[src/rtl/pipeline_hazard_ctrl_if.sv]
// ----------------------------------------------------------------------------
// pipeline_hazard_ctrl_if
//   Bundles the hazard-detection inputs coming from the datapath and the
//   enable/flush strobes that go back to the pipeline registers.
//   Ports carried:
//     id_rs1, id_rs2, ex_rd  register numbers used for load-use detection
//     ex_mem_read            instruction in EX is a load
//     branch_taken           branch/jump resolved taken in EX
//     mem_req, mem_ready     data-memory access handshake of the MEM stage
//     pc_en, if_id_en, if_id_flush, id_ex_flush,
//     ex_mem_en, mem_wb_en, mem_wb_bubble   pipeline register strobes
//     mem_err                sticky memory-timeout flag
//     stall_count            saturating count of cycles with pc_en=0
//   Modports:
//     master  datapath side (drives hazard inputs, receives strobes)
//     slave   hazard controller side
// ----------------------------------------------------------------------------
interface pipeline_hazard_ctrl_if #(
  parameter int CNT_W = 16
);
  logic [4:0]       id_rs1;
  logic [4:0]       id_rs2;
  logic [4:0]       ex_rd;
  logic             ex_mem_read;
  logic             branch_taken;
  logic             mem_req;
  logic             mem_ready;

  logic             pc_en;
  logic             if_id_en;
  logic             if_id_flush;
  logic             id_ex_flush;
  logic             ex_mem_en;
  logic             mem_wb_en;
  logic             mem_wb_bubble;
  logic             mem_err;
  logic [CNT_W-1:0] stall_count;

  modport master (
    output id_rs1, id_rs2, ex_rd, ex_mem_read, branch_taken, mem_req, mem_ready,
    input  pc_en, if_id_en, if_id_flush, id_ex_flush, ex_mem_en, mem_wb_en,
           mem_wb_bubble, mem_err, stall_count
  );

  modport slave (
    input  id_rs1, id_rs2, ex_rd, ex_mem_read, branch_taken, mem_req, mem_ready,
    output pc_en, if_id_en, if_id_flush, id_ex_flush, ex_mem_en, mem_wb_en,
           mem_wb_bubble, mem_err, stall_count
  );
endinterface

[src/rtl/pipeline_hazard_ctrl.sv]
// ----------------------------------------------------------------------------
// pipeline_hazard_ctrl
//   Stall/flush sequencer for the IF/ID, ID/EX, EX/MEM and MEM/WB pipeline
//   registers. Detects load-use hazards and taken branches, freezes the
//   pipeline while data memory is not ready, and latches a sticky error when
//   a memory access waits MEM_TIMEOUT consecutive cycles.
//   Parameters:
//     MEM_TIMEOUT  consecutive wait cycles before the sticky error (>=2)
//     CNT_W        width of stall_count
//   Ports:
//     clock        rising-edge system clock
//     reset        synchronous, active-high
//     hz           hazard interface (slave modport): hazard inputs in,
//                  register strobes / mem_err / stall_count out
// ----------------------------------------------------------------------------
module pipeline_hazard_ctrl #(
  parameter int MEM_TIMEOUT = 16,
  parameter int CNT_W       = 16
) (
  input  logic                   clock,
  input  logic                   reset,
  pipeline_hazard_ctrl_if.slave  hz
);

  localparam int WAIT_W = $clog2(MEM_TIMEOUT + 1);

  typedef enum logic [1:0] {
    S_RUN      = 2'd0,
    S_MEM_WAIT = 2'd1,
    S_ERR      = 2'd2
  } state_t;

  state_t             state_reg;
  state_t             state_next;
  logic [WAIT_W-1:0]  wait_cnt_reg;
  logic [WAIT_W-1:0]  wait_cnt_next;
  logic               mem_err_reg;
  logic               mem_err_next;
  logic [CNT_W-1:0]   stall_count_reg;

  logic mstall;
  logic luse;

  logic pc_en_c;
  logic if_id_en_c;
  logic if_id_flush_c;
  logic id_ex_flush_c;
  logic ex_mem_en_c;
  logic mem_wb_en_c;
  logic mem_wb_bubble_c;

  assign mstall = hz.mem_req & ~hz.mem_ready;
  // Register x0 is hard-wired zero, so a load "into" it never creates a hazard.
  assign luse   = hz.ex_mem_read & (hz.ex_rd != 5'd0) &
                  ((hz.ex_rd == hz.id_rs1) | (hz.ex_rd == hz.id_rs2));

  // --------------------------------------------------------------------------
  // State register
  // --------------------------------------------------------------------------
  always_ff @(posedge clock) begin
    if (reset) begin
      state_reg    <= S_RUN;
      wait_cnt_reg <= '0;
      mem_err_reg  <= 1'b0;
    end else begin
      state_reg    <= state_next;
      wait_cnt_reg <= wait_cnt_next;
      mem_err_reg  <= mem_err_next;
    end
  end

  // --------------------------------------------------------------------------
  // Next-state logic
  // --------------------------------------------------------------------------
  always_comb begin
    state_next    = state_reg;
    wait_cnt_next = wait_cnt_reg;
    mem_err_next  = mem_err_reg;
    case (state_reg)
      S_RUN: begin
        if (mstall) begin
          state_next    = S_MEM_WAIT;
          // The entering cycle is itself the first wait cycle.
          wait_cnt_next = WAIT_W'(1);
        end
      end
      S_MEM_WAIT: begin
        if (mstall) begin
          if (wait_cnt_reg == WAIT_W'(MEM_TIMEOUT - 1)) begin
            state_next   = S_ERR;
            mem_err_next = 1'b1;
          end else begin
            wait_cnt_next = wait_cnt_reg + WAIT_W'(1);
          end
        end else begin
          state_next    = S_RUN;
          wait_cnt_next = '0;
        end
      end
      S_ERR: begin
        // Terminal until reset.
      end
      default: begin
        state_next    = S_RUN;
        wait_cnt_next = '0;
      end
    endcase
  end

  // --------------------------------------------------------------------------
  // Output logic: strobes are combinational from state and current inputs.
  // MEM_WAIT without mstall is the release cycle, so branch/load-use are
  // evaluated exactly as in RUN.
  // --------------------------------------------------------------------------
  always_comb begin
    pc_en_c         = 1'b1;
    if_id_en_c      = 1'b1;
    if_id_flush_c   = 1'b0;
    id_ex_flush_c   = 1'b0;
    ex_mem_en_c     = 1'b1;
    mem_wb_en_c     = 1'b1;
    mem_wb_bubble_c = 1'b0;
    if (reset) begin
      pc_en_c         = 1'b0;
      if_id_en_c      = 1'b0;
      ex_mem_en_c     = 1'b0;
      mem_wb_en_c     = 1'b0;
      if_id_flush_c   = 1'b1;
      id_ex_flush_c   = 1'b1;
      mem_wb_bubble_c = 1'b1;
    end else if (state_reg == S_ERR) begin
      pc_en_c         = 1'b0;
      if_id_en_c      = 1'b0;
      ex_mem_en_c     = 1'b0;
      mem_wb_en_c     = 1'b0;
      mem_wb_bubble_c = 1'b1;
    end else if (mstall) begin
      // Front of the pipe holds; MEM/WB keeps loading a bubble so the
      // instruction already in WB is not retired a second time.
      pc_en_c         = 1'b0;
      if_id_en_c      = 1'b0;
      ex_mem_en_c     = 1'b0;
      mem_wb_bubble_c = 1'b1;
    end else if (hz.branch_taken) begin
      if_id_flush_c   = 1'b1;
      id_ex_flush_c   = 1'b1;
    end else if (luse) begin
      pc_en_c         = 1'b0;
      if_id_en_c      = 1'b0;
      id_ex_flush_c   = 1'b1;
    end
  end

  // --------------------------------------------------------------------------
  // Stall-cycle counter, saturating at all-ones.
  // --------------------------------------------------------------------------
  always_ff @(posedge clock) begin
    if (reset) begin
      stall_count_reg <= '0;
    end else if (!pc_en_c && (stall_count_reg != {CNT_W{1'b1}})) begin
      stall_count_reg <= stall_count_reg + CNT_W'(1);
    end
  end

  assign hz.pc_en         = pc_en_c;
  assign hz.if_id_en      = if_id_en_c;
  assign hz.if_id_flush   = if_id_flush_c;
  assign hz.id_ex_flush   = id_ex_flush_c;
  assign hz.ex_mem_en     = ex_mem_en_c;
  assign hz.mem_wb_en     = mem_wb_en_c;
  assign hz.mem_wb_bubble = mem_wb_bubble_c;
  assign hz.mem_err       = mem_err_reg;
  assign hz.stall_count   = stall_count_reg;

endmodule

[src/flat_wrapper.sv]
// flat-port wrapper written by rule: the top's interface ports become plain ports
module pipeline_hazard_ctrl_flat 
#(
  parameter int MEM_TIMEOUT = 16,
  parameter int CNT_W       = 16
)
  (clock, reset, hz_id_rs1, hz_id_rs2, hz_ex_rd, hz_ex_mem_read, hz_branch_taken, hz_mem_req, hz_mem_ready, hz_pc_en, hz_if_id_en, hz_if_id_flush, hz_id_ex_flush, hz_ex_mem_en, hz_mem_wb_en, hz_mem_wb_bubble, hz_mem_err, hz_stall_count);
  pipeline_hazard_ctrl_if #(.CNT_W(CNT_W)) hz_i ();
  input  logic clock;
  input  logic reset;
  input wire logic [$bits(hz_i.id_rs1)-1:0] hz_id_rs1;
  input wire logic [$bits(hz_i.id_rs2)-1:0] hz_id_rs2;
  input wire logic [$bits(hz_i.ex_rd)-1:0] hz_ex_rd;
  input wire logic [$bits(hz_i.ex_mem_read)-1:0] hz_ex_mem_read;
  input wire logic [$bits(hz_i.branch_taken)-1:0] hz_branch_taken;
  input wire logic [$bits(hz_i.mem_req)-1:0] hz_mem_req;
  input wire logic [$bits(hz_i.mem_ready)-1:0] hz_mem_ready;
  output wire logic [$bits(hz_i.pc_en)-1:0] hz_pc_en;
  output wire logic [$bits(hz_i.if_id_en)-1:0] hz_if_id_en;
  output wire logic [$bits(hz_i.if_id_flush)-1:0] hz_if_id_flush;
  output wire logic [$bits(hz_i.id_ex_flush)-1:0] hz_id_ex_flush;
  output wire logic [$bits(hz_i.ex_mem_en)-1:0] hz_ex_mem_en;
  output wire logic [$bits(hz_i.mem_wb_en)-1:0] hz_mem_wb_en;
  output wire logic [$bits(hz_i.mem_wb_bubble)-1:0] hz_mem_wb_bubble;
  output wire logic [$bits(hz_i.mem_err)-1:0] hz_mem_err;
  output wire logic [$bits(hz_i.stall_count)-1:0] hz_stall_count;
  assign hz_i.id_rs1 = hz_id_rs1;
  assign hz_i.id_rs2 = hz_id_rs2;
  assign hz_i.ex_rd = hz_ex_rd;
  assign hz_i.ex_mem_read = hz_ex_mem_read;
  assign hz_i.branch_taken = hz_branch_taken;
  assign hz_i.mem_req = hz_mem_req;
  assign hz_i.mem_ready = hz_mem_ready;
  assign hz_pc_en = hz_i.pc_en;
  assign hz_if_id_en = hz_i.if_id_en;
  assign hz_if_id_flush = hz_i.if_id_flush;
  assign hz_id_ex_flush = hz_i.id_ex_flush;
  assign hz_ex_mem_en = hz_i.ex_mem_en;
  assign hz_mem_wb_en = hz_i.mem_wb_en;
  assign hz_mem_wb_bubble = hz_i.mem_wb_bubble;
  assign hz_mem_err = hz_i.mem_err;
  assign hz_stall_count = hz_i.stall_count;
  pipeline_hazard_ctrl #(.MEM_TIMEOUT(MEM_TIMEOUT), .CNT_W(CNT_W)) u_core (.clock(clock), .reset(reset), .hz(hz_i));
endmodule
[config.mk]
export PLATFORM = sky130hd
export DESIGN_NAME = pipeline_hazard_ctrl_flat
export DESIGN_NICKNAME = d
export VERILOG_FILES = /design/src/rtl/pipeline_hazard_ctrl_if.sv /design/src/rtl/pipeline_hazard_ctrl.sv /design/src/flat_wrapper.sv
export SDC_FILE = /design/constraint.sdc
export NUM_CORES = 1
export LEC_CHECK = 0
export ABC_AREA = 1
export CAP_MARGIN = 0
export CORE_ASPECT_RATIO = 1.4
export CORE_UTILIZATION = 40
export DETAILED_ROUTE_END_ITERATION = 10
export GPL_ROUTABILITY_DRIVEN = 0
export PLACE_DENSITY = 0.69
export SETUP_SLACK_MARGIN = 0.05
export SLEW_MARGIN = 20
export SYNTH_ARGS = -nofsm -noshare
export SYNTH_HDL_FRONTEND = slang
export SYNTH_SLANG_ARGS = --single-unit
[constraint.sdc]
create_clock -name clock -period 4.44 [get_ports clock]
set_input_delay 0.666 -clock clock [delete_from_list [all_inputs] [get_ports clock]]
set_output_delay 0.666 -clock clock [all_outputs]
set_load 0.02 [all_outputs]
# [Word-level counts from Yosys, hierarchy flattened]
# Index checks and enable logic that the tools add are counted.
[word_totals] ff_bits=24 input_bits=21 output_inout_bits=24 wordCells=58
[classes] addsub=2 n_eq_ne=9 n_mux=30 bitwise=6 reduce_logical=7
[ops] operator="$mux 1" count=22
[ops] operator="$add 16x1->16 const B" count=1
[ops] operator="$ne 16x16->1 const B" count=1
[ops] operator="$mux 5" count=3
[ops] operator="$pmux 5 s3" count=1
[ops] operator="$eq 5x5->1" count=2
[ops] operator="$reduce_and 3->1" count=3
[ops] operator="$mux 2" count=3
[ops] operator="$ne 3x3->1 const B" count=2
[ops] operator="$pmux 2 s3" count=1
[ops] operator="$add 5x1->5 const B" count=1
[ops] operator="$eq 5x4->1 const B" count=1
[ops] operator="$reduce_bool 5->1" count=1
[ops] operator="$and 1x1->1" count=3
[ops] operator="$eq 2x1->1 const B" count=1
[ops] operator="$eq 2x2->1 const B" count=1
[ops] operator="$logic_not 2->1" count=1
[ops] operator="$ne 2x1->1 const B" count=1
[ops] operator="$not 1->1" count=2
[ops] operator="$logic_and 1x1->1" count=1
[ops] operator="$logic_not 1->1" count=1
[ops] operator="$or 1x1->1" count=1

# [Logic depth before layout (Yosys ltp)]
# Gate-level depths: netlist of run 1.
[logic_depth] word_depth=10 ltp_mapped=12

# [Least setup slack after synthesis of run 1]
# No wires, ideal clock.
[synth_timing] path_type="input to output" startpoint="input port hz_mem_req" endpoint="output port hz_pc_en" arrival_ns=2.099 required_time_ns=3.774 slack_ns=1.675 cell_stages=10 n_path_buf=3 cell_sequence="inv_1 nor2_1 inv_1 nand2_1 nor2_1 nand2_1 buf_4 buf_6 inv_1 buf_4"
[synth_between] elab_chain_len=4
[synth_lines] item="start: declaration" line="flat_wrapper.sv:16" text="input wire logic [$bits(hz_i.mem_req)-1:0] hz_mem_req;"
[synth_lines] item="$and 1x1->1" line="pipeline_hazard_ctrl.sv:52" text="assign mstall = hz.mem_req & ~hz.mem_ready;"
[synth_lines] item="$mux 1 (3 in series)"
[synth_lines] item="end: declaration" line="flat_wrapper.sv:18" text="output wire logic [$bits(hz_i.pc_en)-1:0] hz_pc_en;"
# No other way between the ends.

# [Worst setup path in the final report of run 1]
[layout_timing] startpoint="input port hz_ex_rd[4]" endpoint="output port hz_id_ex_flush"
[layout_between] elab_chain_len=8 word_cells_on_any_way=11
[layout_lines] item="start: declaration" line="flat_wrapper.sv:13" text="input wire logic [$bits(hz_i.ex_rd)-1:0] hz_ex_rd;"
[layout_lines] item="$eq 5x5->1 or $reduce_bool 5->1 (tied branches)" line="pipeline_hazard_ctrl.sv:55, pipeline_hazard_ctrl.sv:54"
[layout_lines] item="$or 1x1->1 or $and 1x1->1 (tied branches)" line="pipeline_hazard_ctrl.sv:55, pipeline_hazard_ctrl.sv:54"
[layout_lines] item="$and 1x1->1 *" line="pipeline_hazard_ctrl.sv:54" text="assign luse = hz.ex_mem_read & (hz.ex_rd != 5'd0) &"
[layout_lines] item="$mux 1 *" line="pipeline_hazard_ctrl.sv:147" text="end else if (luse) begin"
[layout_lines] item="$mux 1 *" line="pipeline_hazard_ctrl.sv:144" text="end else if (hz.branch_taken) begin"
[layout_lines] item="$mux 1 *" line="pipeline_hazard_ctrl.sv:137" text="end else if (mstall) begin"
[layout_lines] item="$mux 1 *" line="pipeline_hazard_ctrl.sv:131" text="end else if (state_reg == S_ERR) begin"
[layout_lines] item="$mux 1 *" line="pipeline_hazard_ctrl.sv:123" text="if (reset) begin"
[layout_lines] item="end: declaration" line="flat_wrapper.sv:21" text="output wire logic [$bits(hz_i.id_ex_flush)-1:0] hz_id_ex_flush;"
# Mark *: on every way between the ends. The rest lies on a longest branch, timed or not.

==> results of run 1 <==
==> kinds of logic (layout without fill, tap and decap cells) <==
kind of cell | after synthesis | in the layout | synth area share [%]
compound gates | 29 | 29 | 10.0
xor+xnor | 16 | 16 | 9.06
fa+ha+maj | 3 | 3 | 2.43
buf+inv | 38 | 81 | 10.8
flops | 24 | 24 | 31.1
simple gates | 131 | 131 | 36.7
==> worst min-delay path, cell delays in order (launching register included) <==
cell and delay (ps):
dfxtp_1 320, nand2_1 60, a21oi_1 50
==> final timing paths <==
path | slack (ps) | end
min reg2reg | 470 | u_core.wait_cnt_reg[4]
min | 470 | u_core.wait_cnt_reg[4]
max reg2reg | 2410 | u_core.wait_cnt_reg[2]
max | 1280 | hz_id_ex_flush
==> placed cells by master, fill, tap and decap left out, drive strengths merged, types with 2 or more instances in the layout <==
cell type	n
xnor2	8
clkbuf	3
buf	2
clkdlybuf4s50	44
nor2	34
a21oi	21
nand3	25
nand4	4
nand2	64
o21ai	6
ha	3
dfxtp	24
xor2	8
inv	31
==> power by group <==
group	internal (uW)	switching, uW
registers	219	4.11
clock network	121	75.2
logic	40.2	42.9
total	379	122
==> metal layers <==
layer  vias up  wire (um)  part of all wire, %
li1        852          -                    -
met1       716       1520                   45
met2        38       1720                   50
met3         5        114                  3.3
met4         0         53                  1.6
met5         -          0                    0
==> per-stage QoR <==
step	utilization, %	power, uW	hold slack (ps)	setup WS [ps]
detailed placement	54.5	312	459	1320
global route	56.5	524	501	1130
CTS	56.5	507	472	1290
finish	56.5	502	470	1280
global placement	54.5	311	451	1280
floorplan	-	273	441	1680
==> layout make-up <==
type	instances	share of cell area, %
multi-input combinational	179	43.3
sequential	24	23.1
timing repair buffer	46	21.9
inverter	31	5.61
tap	42	2.53
clock buffer	3	1.99
clock inverter	1	1.45
==> run_results.csv, run 1 <==
group,metric,value,unit
run_status,status,"finished, final reports clean",
worst_hold_path,hold_start,"u_core.wait_cnt_reg[4]",
sta,tightestPinTransition,418,ps
sta,fin_crit,3160,ps
logic_synthesis,syn-cell-area,1550,um2
worst_setup_path,crit_chain,"clkdlybuf4s50_1 -> inv_2 -> nand2_1 -> nand2_1 -> nor2_1 -> nand3_1 -> nand2_1 -> a21oi_1 -> o21ai_0 -> clkdlybuf4s50_1",
place,dpl.hpwl,2600,um
place,io_buffers,44,
final_layout,seq_area,480,um2
logic_synthesis,ys_seq_area_share,31.1,%
final_layout,drive_above_1_share,4.93,%
worst_setup_path,critical-path-top-delay-family,"buffers and inverters",
clocking,cts.path.max_buffers,2,
worst_setup_path,cp_common_cell,"nand2_1",
floorplanning,coreArea,3680,um2
sta,fmax,316,MHz
clocking,cts-resized-gates,0,
logic_synthesis,syn_area_per_cell,6.42,um2
global_routing,globalRoute.busiestLayer,"met2",
global_routing,grtUsageMet3,2.40,%
logic_synthesis,synth_common_cells,"62 x nand2_1, 33 x nor2_1, 29 x inv_1",
logic_synthesis,synthFlopType,"dfxtp_1",
clocking,cts_made_buffers,3,
worst_setup_path,rr_worst_depth,12,
worst_setup_path,worstSetupStartpoint,"hz_ex_rd[4]",
logic_synthesis,postSynth.asyncResetShare,0,%
final_layout,multi_input_area,900,um2
logic_synthesis,synth_most_common_cell,"nand2_1",
worst_setup_path,crit_fanout,4,
logic_synthesis,synth_edf_count,0,
route,ant_nets,0,
route,routed-via-count,1611,
final_layout,largest_register_ffs,16,
route,detail_route.vias_per_cell,4.94,
clocking,htree_levels,1,
worst_hold_path,min-delay-path-class,"flop to flop",
worst_setup_path,crit_cells,10,
final_layout,final_cell_area,2080,um2
global_routing,grt_max_degree,20,
floorplanning,die-area,4120,um2
flow_run,cap_viol_max_count,0,
clocking,cts.sinks,24,
route,drcViolationCount,0,
place,place_area,2000,um2
route,drtIter0Drc,22,
clocking,cts_setup_buffers,0,
global_routing,grt_use_met2,34.0,%
floorplanning,chipHeight,75.6,um
global_routing,grt_first_pass_wirelength,5770,um
logic_synthesis,ys_warn_count,0,
route,wire_per_inst,10.4,um
clocking,path_clk_slew,90,ps
sta,hold_viol_final,0,
sta,slew_violations,0,
logic_synthesis,ys_ff_latch,24,
worst_hold_path,hold_depth,2,
final_layout,fillers,370,
worst_setup_path,cpPeakStageDelay,630,ps
sta,final.period_utilization,71.2,%
sta,setup_violations,0,
floorplanning,dieWidth,54.6,um
worst_setup_path,r2r_start,"u_core.wait_cnt_reg[0]",
logic_synthesis,synth.top_cell.area_share,31.1,%
sta,slew_headroom,71.9,%
logic_synthesis,syn_inst,241,
clocking,root_buffer,"clkbuf_8",
final_layout,stdcell_count,326,
worst_setup_path,critPathSlowestCell,"clkdlybuf4s50_1",
worst_setup_path,critPathKind,"primary input to output pin",
power,power.density,242,nW/um2
logic_synthesis,yosys.area.top_type,"dfxtp_1",
clocking,cts_tree,"done",
power,ir_worst_vdd,172,uV
clocking,clock_latency,270,ps
sta,rsz0062_at_grt,"false",
worst_setup_path,endpoint_kind,"output pin",
global_routing,overflow,0,
global_routing,grt_pass1_vias,1417,
floorplanning,io_pins,45,
logic_synthesis,synth_cell_types,28,
logic_synthesis,syn_nets,265,
sta,fin_setup_tns,0,ps
worst_setup_path,cp.buffers_inverters,3,
global_routing,track_usage,18.9,%
logic_synthesis,synth_area_leaders,"dfxtp_1 31%, nand2_1 15%, nor2_1 8.0%, nand3_1 7.8%, inv_1 7.0%",
floorplanning,start_util,42.1,%
final_layout,area_growth,34.2,%
clocking,cts_hold_buf,0,
global_routing,met1_usage,22.3,%
route,drt_pass1_iterations,4,
global_routing,antenna_found_initial,0,
worst_setup_path,cp_data_arrival_time,2500,ps
sta,clock_skew,2.86,ps
worst_setup_path,cp.required,3770,ps
power,power.leakage,0.000871,uW
place,dp_cells,322,
floorplanning,std_cell_rows,26,
route,drt_wl_total,3400,um
final_layout,diodes,0,
final_layout,nNetsFinal,309,
worst_setup_path,start_kind,"primary input",
(Power assumes the default switching activity.)
==> inputs of run 2 (changes only) <==
--- a/config.mk
+++ b/config.mk
@@ -11,7 +11,7 @@
 export CORE_UTILIZATION = 40
 export DETAILED_ROUTE_END_ITERATION = 10
 export GPL_ROUTABILITY_DRIVEN = 0
-export PLACE_DENSITY = 0.69
+export PLACE_DENSITY = 0.72
 export SETUP_SLACK_MARGIN = 0.05
 export SLEW_MARGIN = 20
 export SYNTH_ARGS = -nofsm -noshare
==> constraint.sdc (replaced) <==
create_clock -name clock -period 2.6 [get_ports clock]
set_input_delay 0.39 -clock clock [delete_from_list [all_inputs] [get_ports clock]]
set_output_delay 0.39 -clock clock [all_outputs]
set_load 0.02 [all_outputs]
==> run 2 against run 1 <==
Against the previous run: sequential share of layout area is 0.21 points lower; global-route usage is 1.3 points lower; die area stayed put; clock power is 69% higher; worst setup slack worse by 970 ps; clock skew is 0.50 ps higher; register-to-register slack worse by 1800 ps; critical endpoint unchanged; highest routed layer unchanged.
==> run_results.csv, run 2 (same netlist as run 1, synthesis figures left out) <==
group,metric,value,unit
floorplanning,std_cell_rows,26,
route,routed-via-count,1610,
sta,slew_violations,0,
global_routing,grt_max_degree,20,
place,io_buffers,44,
route,wire_per_inst,10.7,um
global_routing,grt_first_pass_wirelength,5520,um
clocking,htree_levels,1,
global_routing,track_usage,17.6,%
sta,setup_slack,305,ps
route,ant_nets,0,
clocking,path_clk_slew,90,ps
clocking,root_buffer,"clkbuf_8",
clocking,cts_tree,"done",
clocking,cts.sinks,24,
power,power.leakage,0.000904,uW
sta,slew_headroom,70.3,%
final_layout,fin_util,57.0,%
worst_hold_path,min-delay-path-class,"flop to flop",
worst_setup_path,critPathKind,"primary input to output pin",
final_layout,nNetsFinal,311,
global_routing,antenna_found_initial,0,
worst_setup_path,endpoint_kind,"output pin",
worst_hold_path,min_to,"u_core.wait_cnt_reg[4]",
floorplanning,start_util,42.1,%
worst_setup_path,cp_data_arrival_time,1910,ps
power,ir_worst_vdd,347,uV
floorplanning,dieWidth,54.6,um
final_layout,diodes,0,
sta,tightestPinTransition,441,ps
power,power.density,409,nW/um2
final_layout,drive_above_1_share,5.59,%
worst_setup_path,r2r_start,"u_core.hz.stall_count[0]",
global_routing,overflow,0,
final_layout,largest_register_ffs,16,
clocking,cts-resized-gates,1,
clocking,cts_hold_buf,0,
route,detail_route.vias_per_cell,4.91,
sta,final.period_utilization,88.3,%
worst_hold_path,hold_depth,2,
final_layout,area_growth,35.4,%
clocking,cts_made_buffers,3,
route,drt_wl_total,3530,um
worst_setup_path,rr_worst_depth,9,
floorplanning,io_pins,45,
floorplanning,chipHeight,75.6,um
clocking,cts_setup_buffers,0,
sta,fin_setup_tns,0,ps
worst_setup_path,start_kind,"primary input",
flow_run,cap_viol_max_count,0,
place,dp_slack,36.5,ps
sta,fmax,436,MHz
route,drt_pass1_iterations,5,
sta,hold_slack,472,ps
worst_setup_path,cp.required,2210,ps
route,drcViolationCount,0,
floorplanning,coreArea,3680,um2
final_layout,fillers,363,
worst_setup_path,r2r_slack,610,ps
final_layout,final_common_cell,"nand2_1",
worst_setup_path,r2r_end,"u_core.hz.stall_count[11]",
sta,hold_viol_final,0,
run_status,status,"finished, final reports clean",
global_routing,grt_pass1_vias,1388,
sta,fin_crit,2300,ps
sta,setup_violations,0,
power,power,856,uW
clocking,cts.path.max_buffers,2,
worst_setup_path,crit_fanout,4,
floorplanning,die-area,4120,um2
final_layout,final_cell_mix,"62 x nand2_1, 41 x clkdlybuf4s50_1, 33 x nor2_1",
route,drtIter0Drc,58,
worst_hold_path,hold_start,"u_core.wait_cnt_reg[4]",
clocking,clock_latency,270,ps
sta,rsz0062_at_grt,"false",
place,dpl.hpwl,2670,um
sta,clock_skew,3.36,ps
## run 2: metal layers
metal / vias to the layer above / GRT usage, % / share of wire (%)
li1: 850 / - / -
met1: 721 / 19.9 / 44
met2: 37 / 33.2 / 51
met3: 2 / 2.40 / 3.5
met4: 0 / 4.84 / 0.60
met5: - / 0 / 0
## run 2: report_power, final
group | leakage [uW] | internal (uW) | switching, uW
Sequential | 0.000194 | 373 | 7.09
Clock | 0.0000357 | 206 | 126
Combinational | 0.000674 | 69.4 | 74.5
Total | 0.000904 | 649 | 208
## run 2: how the worst max path moves through the flow
stage,startpoint,to,slack (ps),depth (start not counted)
floorplan,hz_mem_req,hz_pc_en,390,10
global placement,hz_ex_rd[4],hz_id_ex_flush,-8,10
detailed placement,hz_ex_rd[4],hz_id_ex_flush,40,10
CTS,hz_ex_rd[4],hz_if_id_en,50,11
global route,hz_ex_rd[1],hz_id_ex_flush,130,10
finish,hz_ex_rd[4],hz_id_ex_flush,300,10
## run 2: layout make-up
class | instances | area, um2 | area share (%)
clock inverter | 1 | 30.0 | 1.43
tap | 42 | 52.6 | 2.51
timing repair buffer | 48 | 474 | 22.6
inverter | 31 | 116 | 5.56
clock buffer | 3 | 41.3 | 1.97
sequential | 24 | 480 | 22.9
multi-input combinational | 179 | 900 | 43.0
## run 2: worst max-delay path, stage by stage
cell	delay, ps
clkdlybuf4s50_1	540
inv_2	40
nand2_1	50
nand2_1	50
nor2_1	110
nand3_1	80
nand2_1	90
a21oi_1	60
o21ai_0	140
dlygate4sd2_1	360
## run 2: per-stage QoR
stage,cells,cell area [um2]
after global placement,324,2020
after detailed placement,324,2020
final,328,2090
after floorplan,241,1550
after CTS,328,2090
after global routing,328,2090
==> inputs of run 3 (changes only) <==
--- a/config.mk
+++ b/config.mk
@@ -11,7 +11,7 @@
 export CORE_UTILIZATION = 40
 export DETAILED_ROUTE_END_ITERATION = 10
 export GPL_ROUTABILITY_DRIVEN = 0
-export PLACE_DENSITY = 0.72
+export PLACE_DENSITY = 0.69
 export SETUP_SLACK_MARGIN = 0.05
 export SLEW_MARGIN = 20
 export SYNTH_ARGS = -nofsm -noshare
==> constraint.sdc (replaced) <==
create_clock -name clock -period 3 [get_ports clock]
set_input_delay 0.45 -clock clock [delete_from_list [all_inputs] [get_ports clock]]
set_output_delay 0.45 -clock clock [all_outputs]
set_load 0.02 [all_outputs]
==> run 3 against run 2 <==
Against the previous run: die area is the same; worst hold slack got worse by 3.4 ps; clock power is 33% lower; global-route usage rose by 0.47 points; sequential share of layout area is 0.39 points higher; non-clock buffer count down 2; critical path depth is the same; via count shrank 0.50%; register-to-register slack gained 360 ps; worst setup slack worse by 6.1 ps.
==> run_results.csv, run 3 (same netlist as run 1, synthesis figures left out) <==
group,metric,value,unit
worst_setup_path,crit_fanout,3,
flow_run,cap_viol_max_count,0,
place,dpl.hpwl,2630,um
clocking,htree_levels,1,
floorplanning,die-area,4120,um2
clocking,cts.sinks,24,
global_routing,grt_pass1_vias,1431,
route,routed-via-count,1602,
worst_setup_path,critPathKind,"primary input to output pin",
power,power.leakage,0.000864,uW
final_layout,final_cell_mix,"62 x nand2_1, 44 x clkdlybuf4s50_1, 33 x nor2_1",
clocking,root_buffer,"clkbuf_8",
floorplanning,start_util,42.1,%
worst_hold_path,min-delay-path-class,"flop to flop",
final_layout,seq_area,480,um2
sta,setup_violations,0,
clocking,cts_hold_buf,0,
sta,setup_slack,299,ps
global_routing,overflow,0,
global_routing,grt_first_pass_wirelength,5680,um
global_routing,met1_usage,21.8,%
place,io_buffers,44,
final_layout,diodes,0,
clocking,cts_setup_buffers,0,
clocking,cts.path.max_buffers,2,
place,place_area,2000,um2
route,drt_wl_total,3480,um
route,drtIter0Drc,59,
final_layout,area_growth,33.2,%
route,ant_nets,0,
sta,tightestPinTransition,449,ps
clocking,cts_tree,"done",
route,detail_route.vias_per_cell,4.91,
global_routing,track_usage,18.1,%
floorplanning,chipHeight,75.6,um
sta,slew_violations,0,
route,drt_pass1_iterations,4,
power,power.density,329,nW/um2
sta,fin_setup_tns,0,ps
final_layout,final_common_cell,"nand2_1",
global_routing,grtUsageMet3,2.40,%
sta,hold_viol_final,0,
worst_setup_path,start_kind,"primary input",
floorplanning,coreArea,3680,um2
power,ir_worst_vdd,195,uV
route,wire_per_inst,10.7,um
floorplanning,io_pins,45,
worst_setup_path,cp_data_arrival_time,2250,ps
sta,final.period_utilization,90.0,%
worst_setup_path,endpoint_kind,"output pin",
clocking,cts_made_buffers,3,
final_layout,final_cell_area,2060,um2
final_layout,fillers,357,
clocking,cts-resized-gates,0,
sta,fin_crit,2700,ps
floorplanning,std_cell_rows,26,
clocking,path_clk_slew,80,ps
place,dp_slack,300,ps
clocking,clock_latency,270,ps
global_routing,globalRoute.busiestLayer,"met2",
sta,fmax,370,MHz
sta,clock_skew,7.78,ps
final_layout,multi_input_area,900,um2
global_routing,antenna_found_initial,0,
global_routing,grt_use_met2,32.5,%
sta,slew_headroom,69.8,%
route,drcViolationCount,0,
global_routing,grt_max_degree,20,
final_layout,nNetsFinal,309,
floorplanning,dieWidth,54.6,um
final_layout,drive_above_1_share,4.93,%
final_layout,largest_register_ffs,16,
worst_setup_path,cp.required,2550,ps
sta,rsz0062_at_grt,"false",
run_status,status,"finished, final reports clean",
run 3: changes by cell type in the layout (fill, tap and decap cells not counted):
| cell | delta |
|---|---|
| dlymetal6s2s_1 | -2 |
| clkbuf_8 | +1 |
| buf_4 | -2 |
| dlygate4sd2_1 | -1 |
| bufinv_16 | -1 |
| clkdlybuf4s50_1 | +3 |
run 3: path summary, 6_finish.rpt:
check                           startpoint                   endpoint  slack, ps  depth (start not counted)
setup / recovery               hz_ex_rd[1]             hz_id_ex_flush        300                         10
setup reg to reg  u_core.hz.stall_count[0]  u_core.hz.stall_count[13]        970                          9
hold reg to reg     u_core.wait_cnt_reg[4]     u_core.wait_cnt_reg[4]        470                          2
hold / removal      u_core.wait_cnt_reg[4]     u_core.wait_cnt_reg[4]        470                          2
run 3: stage by stage:
step                cells  hold slack [ps]  utilization, %  power (uW)
floorplan             241              441               -         405
global placement      322              453            54.5         461
detailed placement    322              460            54.5         461
CTS                   326              473            56.0         683
global route          326              501            56.0         708
finish                326              469            56.0         677
run 3: layout make-up:
type / instances / share of cell area, %
Inverter: 31 / 5.65
Timing Repair Buffer: 46 / 22.1
Multi-Input combinational cell: 179 / 43.7
Clock buffer: 4 / 2.67
Sequential cell: 24 / 23.3
Tap cell: 42 / 2.55
run 3: per-layer routing:
layer  vias to the layer above  wire length (um)
met1                       713              1560
met3                         2               122
met4                         0                22
li1                        850                 -
met2                        37              1770
met5                         -                 0
run 3: critical path: stages:
cell             delay [ps]
clkdlybuf4s50_1         500
inv_1                    80
nand2_1                  60
nand2_1                  50
nor2_1                  120
nand3_1                  80
nand2_1                  80
a21oi_1                  60
o21ai_0                 150
clkdlybuf4s50_1         630
run 3: where the power goes:
part	internal [uW]	switching (uW)	leakage (uW)
combinational	59.5	63.9	0.000641
sequential	324	6.14	0.000194
clock	117	106	0.0000288
total	500	177	0.000864
